===== src/rtl/bf_pkg.sv =====
`default_nettype none
// ============================================================================
// Module      : bf_pkg
// Description : Shared types and constants for the BF interpreter core:
//               machine state encoding, error codes and opcode characters.
// Revision    : 1.0 - initial release
// ============================================================================
package bf_pkg;

    // Machine states (explicit 3-bit encoding)
    typedef enum logic [2:0] {
        ST_LOAD     = 3'd0,
        ST_EXEC     = 3'd1,
        ST_SKIP     = 3'd2,
        ST_IN_WAIT  = 3'd3,
        ST_OUT_WAIT = 3'd4,
        ST_HALT     = 3'd5,
        ST_ERROR    = 3'd6
    } bf_state_e;

    // Fault codes reported on err_code
    typedef enum logic [1:0] {
        ERR_NONE      = 2'd0,
        ERR_STACK     = 2'd1,
        ERR_UNMATCHED = 2'd2,
        ERR_PTR       = 2'd3
    } bf_err_e;

    // Opcode characters (ASCII)
    localparam logic [7:0] c_op_inc   = 8'h2B;  // '+'
    localparam logic [7:0] c_op_dec   = 8'h2D;  // '-'
    localparam logic [7:0] c_op_right = 8'h3E;  // '>'
    localparam logic [7:0] c_op_left  = 8'h3C;  // '<'
    localparam logic [7:0] c_op_open  = 8'h5B;  // '['
    localparam logic [7:0] c_op_close = 8'h5D;  // ']'
    localparam logic [7:0] c_op_in    = 8'h2C;  // ','
    localparam logic [7:0] c_op_out   = 8'h2E;  // '.'

endpackage
`default_nettype wire


===== src/rtl/bf_loop_stack.sv =====
`default_nettype none
// ============================================================================
// Module      : bf_loop_stack
// Description : LIFO of loop-start program addresses for the BF core.
//               Push is ignored when full, pop is ignored when empty; the
//               core checks o_full / o_empty itself to raise faults.
// Ports       : clk, rst        clock, asynchronous active-high reset
//               i_push/i_pop    push i_data / drop top entry
//               i_data          address to push
//               o_top           most recent entry ('0 when empty)
//               o_empty/o_full  occupancy flags
// Revision    : 1.0 - initial release
// ============================================================================
module bf_loop_stack #(
    parameter int DEPTH = 15,
    parameter int WIDTH = 8
) (
    input  logic             clk,
    input  logic             rst,
    input  logic             i_push,
    input  logic             i_pop,
    input  logic [WIDTH-1:0] i_data,
    output logic [WIDTH-1:0] o_top,
    output logic             o_empty,
    output logic             o_full
);

    localparam int c_sp_w = $clog2(DEPTH + 1);
    localparam logic [c_sp_w-1:0] c_full_sp = c_sp_w'(DEPTH);

    logic [c_sp_w-1:0] r_sp;
    logic [WIDTH-1:0]  r_mem [DEPTH];
    logic [c_sp_w-1:0] w_top_idx;

    assign w_top_idx = r_sp - 1'b1;
    assign o_empty   = (r_sp == '0);
    assign o_full    = (r_sp == c_full_sp);
    assign o_top     = o_empty ? '0 : r_mem[w_top_idx];

    always_ff @(posedge clk or posedge rst) begin
        if (rst) begin
            r_sp <= '0;
            for (int i = 0; i < DEPTH; i++) begin
                r_mem[i] <= '0;
            end
        end else if (i_push && !o_full) begin
            r_mem[r_sp] <= i_data;
            r_sp        <= r_sp + 1'b1;
        end else if (i_pop && !o_empty) begin
            r_sp <= r_sp - 1'b1;
        end
    end

endmodule
`default_nettype wire


===== src/rtl/bf_core.sv =====
`default_nettype none
// ============================================================================
// Module      : bf_core
// Description : Parametrised BF interpreter. A program is streamed in over
//               the prog_* valid/ready port, then executes one instruction
//               per cycle. ',' and '.' block on valid/ready handshakes.
//               Supports cell wrap/saturate, pointer wrap/trap, and sticky
//               halt / error reporting.
// Ports       : clk, rst                      clock, async active-high reset
//               prog_in/valid/last, prog_ready program load stream
//               machine_input/valid, _ready    ',' input stream
//               machine_output/valid, _ready   '.' output stream
//               halted                         program ran off the end
//               error, err_code                fault flag and cause
// Revision    : 1.0 - initial release
// ============================================================================
module bf_core
    import bf_pkg::*;
#(
    parameter int WORD_SIZE      = 8,
    parameter int TAPE_LENGTH    = 16,
    parameter int PROGRAM_LENGTH = 256,
    parameter int MAX_DEPTH      = 15,
    parameter bit CELL_SAT       = 1'b0,
    parameter bit PTR_WRAP       = 1'b1
) (
    input  logic                 clk,
    input  logic                 rst,
    input  logic [7:0]           prog_in,
    input  logic                 prog_valid,
    input  logic                 prog_last,
    output logic                 prog_ready,
    input  logic [WORD_SIZE-1:0] machine_input,
    input  logic                 machine_input_valid,
    output logic                 machine_input_ready,
    output logic [WORD_SIZE-1:0] machine_output,
    output logic                 machine_output_valid,
    input  logic                 machine_output_ready,
    output logic                 halted,
    output logic                 error,
    output logic [1:0]           err_code
);

    // pc and prog_len must be able to hold PROGRAM_LENGTH itself (end of program)
    localparam int c_pc_w    = $clog2(PROGRAM_LENGTH + 1);
    localparam int c_addr_w  = $clog2(PROGRAM_LENGTH);
    localparam int c_ptr_w   = $clog2(TAPE_LENGTH);
    localparam int c_depth_w = $clog2(PROGRAM_LENGTH + 1);

    localparam logic [c_pc_w-1:0]    c_last_len = c_pc_w'(PROGRAM_LENGTH - 1);
    localparam logic [c_ptr_w-1:0]   c_ptr_max  = c_ptr_w'(TAPE_LENGTH - 1);
    localparam logic [WORD_SIZE-1:0] c_cell_max = {WORD_SIZE{1'b1}};
    localparam logic [c_depth_w-1:0] c_depth_1  = c_depth_w'(1);

    // ------------------------------------------------------------------
    // State and storage
    // ------------------------------------------------------------------
    bf_state_e              r_state;
    bf_state_e              w_next_state;
    bf_err_e                r_err_code;
    bf_err_e                w_err_next;
    logic [c_pc_w-1:0]      r_pc;
    logic [c_pc_w-1:0]      w_pc_next;
    logic [c_pc_w-1:0]      w_pc_inc;
    logic [c_pc_w-1:0]      r_prog_len;
    logic [c_pc_w-1:0]      w_len_next;
    logic [c_ptr_w-1:0]     r_ptr;
    logic [c_ptr_w-1:0]     w_ptr_next;
    logic [c_depth_w-1:0]   r_depth;
    logic [c_depth_w-1:0]   w_depth_next;
    logic [WORD_SIZE-1:0]   r_out_data;
    logic [WORD_SIZE-1:0]   r_tape [TAPE_LENGTH];
    logic [7:0]             r_mem  [PROGRAM_LENGTH];

    logic [7:0]             w_char;
    logic [WORD_SIZE-1:0]   w_cell;
    logic [WORD_SIZE-1:0]   w_cell_next;
    logic                   w_cell_we;
    logic                   w_cell_zero;
    logic                   w_mem_we;
    logic                   w_out_load;
    logic                   w_push;
    logic                   w_pop;
    logic [c_addr_w-1:0]    w_top;
    logic                   w_stk_empty;
    logic                   w_stk_full;

    assign w_char      = r_mem[r_pc[c_addr_w-1:0]];
    assign w_cell      = r_tape[r_ptr];
    assign w_cell_zero = (w_cell == '0);
    assign w_pc_inc    = r_pc + 1'b1;

    // ------------------------------------------------------------------
    // Loop stack holds addresses of the '[' of each open loop
    // ------------------------------------------------------------------
    bf_loop_stack #(
        .DEPTH (MAX_DEPTH),
        .WIDTH (c_addr_w)
    ) u_loop_stack (
        .clk     (clk),
        .rst     (rst),
        .i_push  (w_push),
        .i_pop   (w_pop),
        .i_data  (r_pc[c_addr_w-1:0]),
        .o_top   (w_top),
        .o_empty (w_stk_empty),
        .o_full  (w_stk_full)
    );

    // ------------------------------------------------------------------
    // Outputs are decoded from the state register so that an async reset
    // clears them without waiting for a clock edge.
    // ------------------------------------------------------------------
    assign prog_ready           = (r_state == ST_LOAD);
    assign machine_input_ready  = (r_state == ST_IN_WAIT);
    assign machine_output_valid = (r_state == ST_OUT_WAIT);
    assign machine_output       = r_out_data;
    assign halted               = (r_state == ST_HALT);
    assign error                = (r_state == ST_ERROR);
    assign err_code             = r_err_code;

    // ------------------------------------------------------------------
    // Next-state and datapath control
    // ------------------------------------------------------------------
    always_comb begin
        w_next_state = r_state;
        w_err_next   = r_err_code;
        w_pc_next    = r_pc;
        w_len_next   = r_prog_len;
        w_ptr_next   = r_ptr;
        w_depth_next = r_depth;
        w_cell_we    = 1'b0;
        w_cell_next  = w_cell;
        w_mem_we     = 1'b0;
        w_out_load   = 1'b0;
        w_push       = 1'b0;
        w_pop        = 1'b0;

        case (r_state)
            ST_LOAD: begin
                if (prog_valid) begin
                    w_mem_we   = 1'b1;
                    w_len_next = r_prog_len + 1'b1;
                    // Memory full also terminates the load
                    if (prog_last || (r_prog_len == c_last_len)) begin
                        w_next_state = ST_EXEC;
                        w_pc_next    = '0;
                    end
                end
            end

            ST_EXEC: begin
                if (r_pc == r_prog_len) begin
                    w_next_state = ST_HALT;
                end else begin
                    w_pc_next = w_pc_inc;
                    case (w_char)
                        c_op_inc: begin
                            w_cell_we   = 1'b1;
                            w_cell_next = (CELL_SAT && (w_cell == c_cell_max)) ? w_cell
                                                                              : w_cell + 1'b1;
                        end
                        c_op_dec: begin
                            w_cell_we   = 1'b1;
                            w_cell_next = (CELL_SAT && w_cell_zero) ? w_cell : w_cell - 1'b1;
                        end
                        c_op_right: begin
                            if (r_ptr != c_ptr_max) begin
                                w_ptr_next = r_ptr + 1'b1;
                            end else if (PTR_WRAP) begin
                                w_ptr_next = '0;
                            end else begin
                                w_next_state = ST_ERROR;
                                w_err_next   = ERR_PTR;
                            end
                        end
                        c_op_left: begin
                            if (r_ptr != '0) begin
                                w_ptr_next = r_ptr - 1'b1;
                            end else if (PTR_WRAP) begin
                                w_ptr_next = c_ptr_max;
                            end else begin
                                w_next_state = ST_ERROR;
                                w_err_next   = ERR_PTR;
                            end
                        end
                        c_op_open: begin
                            if (w_cell_zero) begin
                                w_next_state = ST_SKIP;
                                w_depth_next = c_depth_1;
                            end else if (w_stk_full) begin
                                w_next_state = ST_ERROR;
                                w_err_next   = ERR_STACK;
                            end else begin
                                w_push = 1'b1;
                            end
                        end
                        c_op_close: begin
                            if (w_stk_empty) begin
                                w_next_state = ST_ERROR;
                                w_err_next   = ERR_UNMATCHED;
                            end else if (!w_cell_zero) begin
                                // Jump to the instruction after the matching '['
                                // and leave the entry in place for the next pass.
                                w_pc_next = c_pc_w'(w_top) + 1'b1;
                            end else begin
                                w_pop = 1'b1;
                            end
                        end
                        c_op_in: begin
                            w_next_state = ST_IN_WAIT;
                            w_pc_next    = r_pc;
                        end
                        c_op_out: begin
                            w_next_state = ST_OUT_WAIT;
                            w_pc_next    = r_pc;
                            w_out_load   = 1'b1;
                        end
                        default: ;
                    endcase
                end
            end

            ST_SKIP: begin
                if (r_pc == r_prog_len) begin
                    w_next_state = ST_ERROR;
                    w_err_next   = ERR_UNMATCHED;
                end else begin
                    w_pc_next = w_pc_inc;
                    if (w_char == c_op_open) begin
                        w_depth_next = r_depth + 1'b1;
                    end else if (w_char == c_op_close) begin
                        w_depth_next = r_depth - 1'b1;
                        if (r_depth == c_depth_1) begin
                            w_next_state = ST_EXEC;
                        end
                    end
                end
            end

            ST_IN_WAIT: begin
                if (machine_input_valid) begin
                    w_cell_we    = 1'b1;
                    w_cell_next  = machine_input;
                    w_pc_next    = w_pc_inc;
                    w_next_state = ST_EXEC;
                end
            end

            ST_OUT_WAIT: begin
                if (machine_output_ready) begin
                    w_pc_next    = w_pc_inc;
                    w_next_state = ST_EXEC;
                end
            end

            default: ;  // HALT / ERROR are terminal
        endcase
    end

    // ------------------------------------------------------------------
    // State register
    // ------------------------------------------------------------------
    always_ff @(posedge clk or posedge rst) begin
        if (rst) begin
            r_state <= ST_LOAD;
        end else begin
            r_state <= w_next_state;
        end
    end

    // ------------------------------------------------------------------
    // Datapath registers and tape
    // ------------------------------------------------------------------
    always_ff @(posedge clk or posedge rst) begin
        if (rst) begin
            r_err_code <= ERR_NONE;
            r_pc       <= '0;
            r_prog_len <= '0;
            r_ptr      <= '0;
            r_depth    <= '0;
            r_out_data <= '0;
            for (int i = 0; i < TAPE_LENGTH; i++) begin
                r_tape[i] <= '0;
            end
        end else begin
            r_err_code <= w_err_next;
            r_pc       <= w_pc_next;
            r_prog_len <= w_len_next;
            r_ptr      <= w_ptr_next;
            r_depth    <= w_depth_next;
            if (w_out_load) begin
                r_out_data <= w_cell;
            end
            if (w_cell_we) begin
                r_tape[r_ptr] <= w_cell_next;
            end
        end
    end

    // Program memory is not reset; prog_len gates what is considered valid.
    always_ff @(posedge clk) begin
        if (w_mem_we) begin
            r_mem[r_prog_len[c_addr_w-1:0]] <= prog_in;
        end
    end

endmodule
`default_nettype wire

===== config.mk =====
export PLATFORM = sky130hd
export DESIGN_NAME = bf_core
export DESIGN_NICKNAME = d
export VERILOG_FILES = /design/src/rtl/bf_pkg.sv /design/src/rtl/bf_loop_stack.sv /design/src/rtl/bf_core.sv
export SDC_FILE = /design/constraint.sdc
export NUM_CORES = 2
export LEC_CHECK = 0
export CELL_PAD_IN_SITES_DETAIL_PLACEMENT = 0
export CELL_PAD_IN_SITES_GLOBAL_PLACEMENT = 2
export CORE_AREA = 2 2 386 464
export CTS_CLUSTER_SIZE = 24
export DETAILED_ROUTE_END_ITERATION = 10
export DIE_AREA = 0 0 388 466
export PLACE_DENSITY_LB_ADDON = 0.1
export SYNTH_ARGS = -nofsm -noshare
export SYNTH_HDL_FRONTEND = slang
export SYNTH_SLANG_ARGS = --single-unit

===== constraint.sdc =====
create_clock -name clk -period 24.8 [get_ports clk]
set_clock_uncertainty 0.15 [all_clocks]
set_input_delay 4.96 -clock clk [delete_from_list [all_inputs] [get_ports clk]]
set_output_delay 4.96 -clock clk [all_outputs]
set_load 0.02 [all_outputs]

Yosys cells after proc, flatten, opt, wreduce, memory -nomap -nowiden
Memories as Yosys holds them, arrays and structs flattened.
Index checks and enable logic that the tools add are counted.
{"block": "word_totals", "register_bits": 296, "ram_bits": 2048, "input_bits": 22, "elab_cells": 204, "n_memories": 1}
{"name": "r_mem", "words": 256, "word_bits": 8, "rd": 1, "rd_clocked_by_memory_dff": 0, "write_ports": 1, "line": "bf_core.sv:73", "source": "logic [7:0] r_mem [PROGRAM_LENGTH];"}
{"block": "classes", "add_sub_neg": 11, "n_lt_le_gt_ge": 5, "n_eq_ne": 40, "mux": 81, "bitwise_logic": 4, "reduce_logical": 23}
{"operator": "$bwmux W128", "n": 1}
{"operator": "$mux W9", "n": 14}
{"operator": "$bwmux W120", "n": 1}
{"operator": "$mux W8", "n": 9}
{"operator": "$bmux W8 S4", "n": 2}
{"operator": "$demux W8 S4", "n": 2}
{"operator": "$eq A8 B6 Y1 const B", "n": 6}
{"operator": "$pmux W9 S5", "n": 1}
{"operator": "$mux W3", "n": 12}
{"operator": "$pmux W9 S2", "n": 2}
{"operator": "$pmux W8 S2", "n": 2}
{"operator": "$add A9 B1 Y9 const B", "n": 3}
{"operator": "$mux W1", "n": 20}
{"operator": "$ne A3 B3 Y1 const B", "n": 6}
{"operator": "$eq A8 B7 Y1 const B", "n": 2}
{"operator": "$mux W4", "n": 4}
{"operator": "$ne A2 B2 Y1 const B", "n": 8}
{"operator": "$ge A5 B5 Y1 const B", "n": 3}
{"operator": "$not A4 Y5", "n": 3}
{"operator": "$pmux W3 S5", "n": 1}
{"operator": "$pmux W3 S4", "n": 1}
{"operator": "$reduce_and A11 Y1", "n": 1}
{"operator": "$lt A5 B1 Y1 const B", "n": 2}
{"operator": "$mux W2", "n": 5}
{"operator": "38 further kinds", "n": 53}

Longest topological paths before layout
{"block": "depth", "word_depth": 13, "depth_mapped": 28}

Cells and area by module
From an unflattened synthesis, not the netlist that was laid out.
{"block": "unflattened", "hier_cells": 5122, "hier_area_um2": 95668.0}
{"module": "bf_core", "instances": 1, "cells_each": 4706, "area_per_inst_um2": 89584.7, "seq_area_each_um2": 65803.1}
{"module": "bf_loop_stack", "instances": 1, "cells_each": 416, "area_per_inst_um2": 6083.3, "seq_area_each_um2": 3103.0}

Worst setup path before layout
No wires, ideal clock.
{"block": "synth_path", "kind": "input port to flip-flop", "from": "in prog_valid", "to": "reg r_pc[4]", "setup_ns": 0.119, "arrival_ns": 6.364, "required_ns": 24.531, "setup_slack_ns": 18.167, "stages": 7, "path_buffers": 2, "path_cell_list": "o21ai_0 a221o_1 a211oi_1 clkbuf_1 clkbuf_1 o211ai_1 o21a_1"}
{"block": "synth_via", "elab_chain_len": 2}
{"item": "start: declaration", "line": "bf_core.sv:30", "source": "input logic prog_valid,"}
{"item": "$ne A2 B2 Y1 (no line)"}
{"item": "$reduce_and A8 Y1 (no line)"}
{"item": "end signal: assignment", "line": "bf_core.sv:288", "source": "r_pc <= w_pc_next;"}
{"item": "end: declaration", "line": "bf_core.sv:62", "source": "logic [c_pc_w-1:0] r_pc;"}
Every way passes these cells.
A chain may end at the register's enable or synchronous reset.

Final worst setup path
{"block": "layout_path", "from": "reg r_pc[2]", "to": "reg r_tape[31] in the netlist's numbering"}
{"block": "layout_via", "elab_chain_len": 6, "elab_cells_between_ends": 12}
{"item": "$mem_v2 Z256 W8"}
{"item": "$eq A8 B6 Y1", "line": "bf_core.sv:157", "source": "case (w_char)"}
{"item": "$pmux W8 S2 / $reduce_or A2 Y1 (equally long branches)"}
{"item": "$mux W8 / $mux W1 (equally long branches)", "line": "bf_core.sv:153, bf_core.sv:157"}
{"item": "$pmux W8 S2 / $mux W1 (equally long branches)", "line": "bf_core.sv:139, bf_core.sv:153"}
{"item": "$bwmux W128 / $pmux W1 S2 (equally long branches)", "line": "bf_core.sv:296, bf_core.sv:139"}
{"item": "end signal: indexed assignment", "line": "bf_core.sv:296", "source": "r_tape[r_ptr] <= w_cell_next;"}
{"item": "end: declaration", "line": "bf_core.sv:72", "source": "logic [WORD_SIZE-1:0] r_tape [TAPE_LENGTH];"}
Parallel ways exist; a longest one is shown, timed or not.

==> summary by stage <==
Status
The flow ran to the end, but the final reports show violations. The final reports fail on max-capacitance violations, max-slew violations.

Route
After detailed routing, the average wire length per cell comes to 31.7 um. In this run, the number of DRC markers left after iteration 0 of detailed routing was 4282. The first TritonRoute pass finished after 8 iterations. The final wirelength is 236000 um. The post-detailed-route DRC marker count is 0. The routed layout has 47200 vias. Dividing the detail-routed via count by the number of cells gives 6.34. Once detail routing completed, the nets flagged for antenna violations numbered 0.

GRT
The number of antenna violations at the first check in global routing is 9. The via count of the first global-routing pass is 48300. Summed over all layers, the global routing overflow is 0. Global routing consumed, over all layers together, 26.3% of the routing resources. Entering global routing, the biggest net connects 159 pins. The first global-routing pass estimated 343000 um of wire.

Worst setup path
The most critical setup path has its startpoint at r_pc[2]. The most common cell type on the critical path is sky130_fd_sc_hd__buf_4. The kind of start point of the critical path is a flop. The data required time of the critical path is 25.42 ns.

The register-to-register setup slack is 14.69 ns. For this run, the slowest stage of the critical path takes 0.94 ns. The most critical setup path has its endpoint at r_tape[31]. The worst path buffer plus inverter count is 4.

The source of the worst register-to-register timing path is r_pc[2]. The arrival time at the worst endpoint is 10.73 ns. The maximum fanout along the worst path is 48. Walking the worst path, the cells encountered are buf_4 -> buf_4 -> buf_4 -> buf_4 -> mux4_2 -> mux2i_1 -> nor2_1 -> a2111oi_0 -> a22o_1 -> o211ai_2 -> a211oi_4 -> and3_1 -> ha_1 -> a2111oi_0 -> nor3_1 -> a21oi_1 -> o21bai_1 -> a21oi_1 -> a21oi_1 -> o221ai_1 -> mux2i_1 -> mux2_2. The kind of end point of the critical path is a flop. The critical path crosses 22 cells after its start point. The end of the worst register-to-register path is r_tape[31]. The cell family contributing the most delay on the critical path is compound AO/OA/AOI/OAI gates.

The number of cells on the worst reg-to-reg path is 22. The kind of critical path is flop to flop. The library cell contributing the largest single delay on the critical path is sky130_fd_sc_hd__a2111oi_0.

Timing
The final critical-path required period is 10.11 ns. Dividing the final minimum period by the clock period gives 40.7%. The setup total negative slack is 0 ns. The number of hold-slack violations in the final timing report was 0.

Setup violations remaining at the end of the flow were counted as 0. The actual transition at the worst max-transition pin is 1.50 ns. The worst-case headroom to the max-slew limit is -0.757%. The number of pins with negative max-slew slack in the final report is 1. For this run, the top clock speed supported by timing is 0.0990 GHz. Setup repair after global routing left no endpoint under its margin.

Synthesis
The synthesized area per cell is 19.4 sq um. Among all flip-flop cells after synthesis, the most frequent one is sky130_fd_sc_hd__edfxtp_1. By area the synthesized netlist is led by sky130_fd_sc_hd__edfxtp_1, sky130_fd_sc_hd__mux4_2, sky130_fd_sc_hd__dfrtp_1. Summed over all instances, the cell type with the most area after synthesis is sky130_fd_sc_hd__edfxtp_1. The post-synthesis register bit count is 2344. The total number of yosys warnings is 0. The net count after synthesis is 4923. The post-synthesis async set-or-reset flop share is 12.6%. The sequential cell area fraction in the yosys report is 72.7%. The cell count after synthesis came out at 4875. In this run, synthesis inferred 2048 flip-flops with an integrated enable.

The cell area that synthesis handed to floorplanning was 0.0948 sq mm. In this run, distinct cell masters in the synthesized netlist total 91. The top cell type by area accounts for 64.9% of the synthesized area.

Flow run
The number of violations of the max-capacitance limit is 1.

Floorplan
Pin placement for this block handled 37 I/O pins. The number of rows created at floorplan is 169. For this configuration, the core starts out at a cell density of 53.8%. The floorplan step set the die height to 466 um.

The die area is 0.181 sq mm. The area of the core is 0.176 sq mm. In this run the horizontal extent of the chip is 388 um.

Placed design
Port buffering added 36 buffers. The estimated wirelength of the detail-placed design is 142000 um. The final weighted congestion in routability-driven placement is 0.817. Once placement finished, the instance area stood at 0.0973 sq mm.

CTS
The count of hold-fix buffers inserted at cts is 0. The clock-pin transition on the worst setup and hold timing paths is 0.06 ns. The clock root buffer is sky130_fd_sc_hd__clkbuf_16. The clock network latency to the later pin of the worst-skew pair is 0.87 ns.

In this run the number of H-tree levels came out at 4. The clock passes through at most 3 buffers. In this run, post-CTS repair resized a total of 0 instances. The clock sink count is 2344. The number of buffers inserted during clock tree synthesis is 223. TritonCTS built the clock tree. The number of setup buffers added after CTS is 0.

Power and ir drop
The leakage power summed over all cells is 0.0336 uW. The power per standard cell area is 73.7 mW/mm^2. The peak supply drop is 61.2 uV.

Cells and area
The signed area change from the synthesized netlist to the final layout is 10.1%. The total non-filler cell area in the finished layout is 0.104 sq mm. The layout has 13000 filler cells. Of the cells placed in the final design, the portion with a size suffix greater than 1 is 23.1%.

For this run, the post-layout net count is 4985.

Min path
In this run the worst hold path is classified as flop to flop.
==> registers in the layout, summed over array words and instances, names as in the netlist <==
signal              count
err_code                2
machine_output          8
r_ptr                   4
r_state                 3
r_mem                2048
u_loop_stack.r_mem    120
u_loop_stack.r_sp       4
r_depth                 9
r_prog_len              9
r_tape                128
r_pc                    9
==> stage by stage <==
step	utilization [%]	cells	setup slack (ns)	power [uW]	hold slack (ns)
detailed placement	55.2	7019	14.73	4450	0.319
finish	59.2	7438	14.69	7690	0.328
global placement	55.2	7018	14.54	4440	0.313
floorplan	-	4875	11.51	4380	0.302
CTS	59.2	7435	14.62	7750	0.333
global route	59.2	7437	14.26	7900	0.343
==> area by class of cell <==
class	count	area (sq um)	area share, %
antenna	2	5.00	0.00479
clock buffer	286	5880	5.63
clock inverter	130	1180	1.13
inverter	33	131	0.126
multi-input combinational	2197	24200	23.2
sequential	2344	68900	66.0
tap	2308	2890	2.77
timing repair buffer	138	1200	1.15
==> where the power goes <==
part	total (uW)	internal (uW)	switching (uW)	leakage [uW]
sequential	4290	4290	0	0.0225
clock	3330	1860	1470	0.00344
combinational	72.3	5.22	67.0	0.00766
total	7690	6160	1540	0.0336
==> worst reg2reg max path: stages (launching register included) <==
cell and delay [ns]:
sky130_fd_sc_hd__dfrtp_4 0.91, sky130_fd_sc_hd__buf_4 0.76, sky130_fd_sc_hd__buf_4 0.71, sky130_fd_sc_hd__buf_4 0.72, sky130_fd_sc_hd__buf_4 0.60, sky130_fd_sc_hd__mux4_2 0.42
sky130_fd_sc_hd__mux2i_1 0.16, sky130_fd_sc_hd__nor2_1 0.06, sky130_fd_sc_hd__a2111oi_0 0.95, sky130_fd_sc_hd__a22o_1 0.37, sky130_fd_sc_hd__o211ai_2 0.13, sky130_fd_sc_hd__a211oi_4 0.68
sky130_fd_sc_hd__and3_1 0.46, sky130_fd_sc_hd__ha_1 0.30, sky130_fd_sc_hd__a2111oi_0 0.43, sky130_fd_sc_hd__nor3_1 0.13, sky130_fd_sc_hd__a21oi_1 0.27, sky130_fd_sc_hd__o21bai_1 0.09
sky130_fd_sc_hd__a21oi_1 0.19, sky130_fd_sc_hd__a21oi_1 0.06, sky130_fd_sc_hd__o221ai_1 0.25, sky130_fd_sc_hd__mux2i_1 0.92, sky130_fd_sc_hd__mux2_2 0.31
==> cells by family (layout without fill, tap and decap cells) <==
group           after synthesis  after routing  share of synthesized area, %
mux                         984            984                          17.7
flops                      2344           2344                          72.7
simple gates                682            682                          3.53
xor+xnor                     39             39                         0.360
fa+ha+maj                    26             26                         0.351
buf+inv                     334            587                          1.87
other cells                   0              2                             0
compound gates              466            466                          3.49
==> cells in the final DEF, fill, tap and decap left out, drive strengths merged, types with 15 or more instances in the layout <==
cell / n
a211oi: 15
a21oi: 82
a22o: 19
a22oi: 181
and2: 16
and3: 17
buf: 102
bufinv: 18
clkbuf: 294
clkdlybuf4s50: 28
clkinv: 93
dfrtp: 296
edfxtp: 2048
ha: 25
inv: 45
mux2: 265
mux2i: 190
mux4: 529
nand2: 124
nand3: 57
nand4: 18
nor2: 321
nor2b: 36
nor3: 21
o211ai: 17
o21ai: 51
o22ai: 15
xnor2: 26
==> how the worst min path moves through the flow <==
stage / startpoint / endpoint / slack [ns] / cells after the start
floorplan: r_tape[10] / r_tape[10] / 0.30 / 1
global placement: r_tape[3] / r_tape[3] / 0.31 / 1
detailed placement: r_tape[12] / r_tape[12] / 0.32 / 1
CTS: r_tape[12] / r_tape[12] / 0.33 / 1
global route: r_tape[11] / r_tape[11] / 0.34 / 1
finish: r_tape[3] / r_tape[3] / 0.33 / 1
==> Yosys cell counts, types with 47 or more instances <==
library cell / number
sky130_fd_sc_hd__clkbuf_1: 136
sky130_fd_sc_hd__dfrtp_1: 296
sky130_fd_sc_hd__nand2_1: 124
sky130_fd_sc_hd__a21oi_1: 82
sky130_fd_sc_hd__nor2_1: 321
sky130_fd_sc_hd__buf_2: 64
sky130_fd_sc_hd__buf_4: 47
sky130_fd_sc_hd__a22oi_1: 181
sky130_fd_sc_hd__edfxtp_1: 2048
sky130_fd_sc_hd__mux2_1: 86
sky130_fd_sc_hd__mux2_2: 179
sky130_fd_sc_hd__mux2i_1: 190
sky130_fd_sc_hd__mux4_2: 529
==> per-layer routing <==
layer  share of wire, %  up-vias  track usage, %
li1                   -    20000               -
met2                 50     1499            43.7
met5             0.0059        -               0
met3                6.0      365            4.19
met4                2.9        2            8.01
met1                 41    25300            36.3
(Power assumes the default switching activity.)
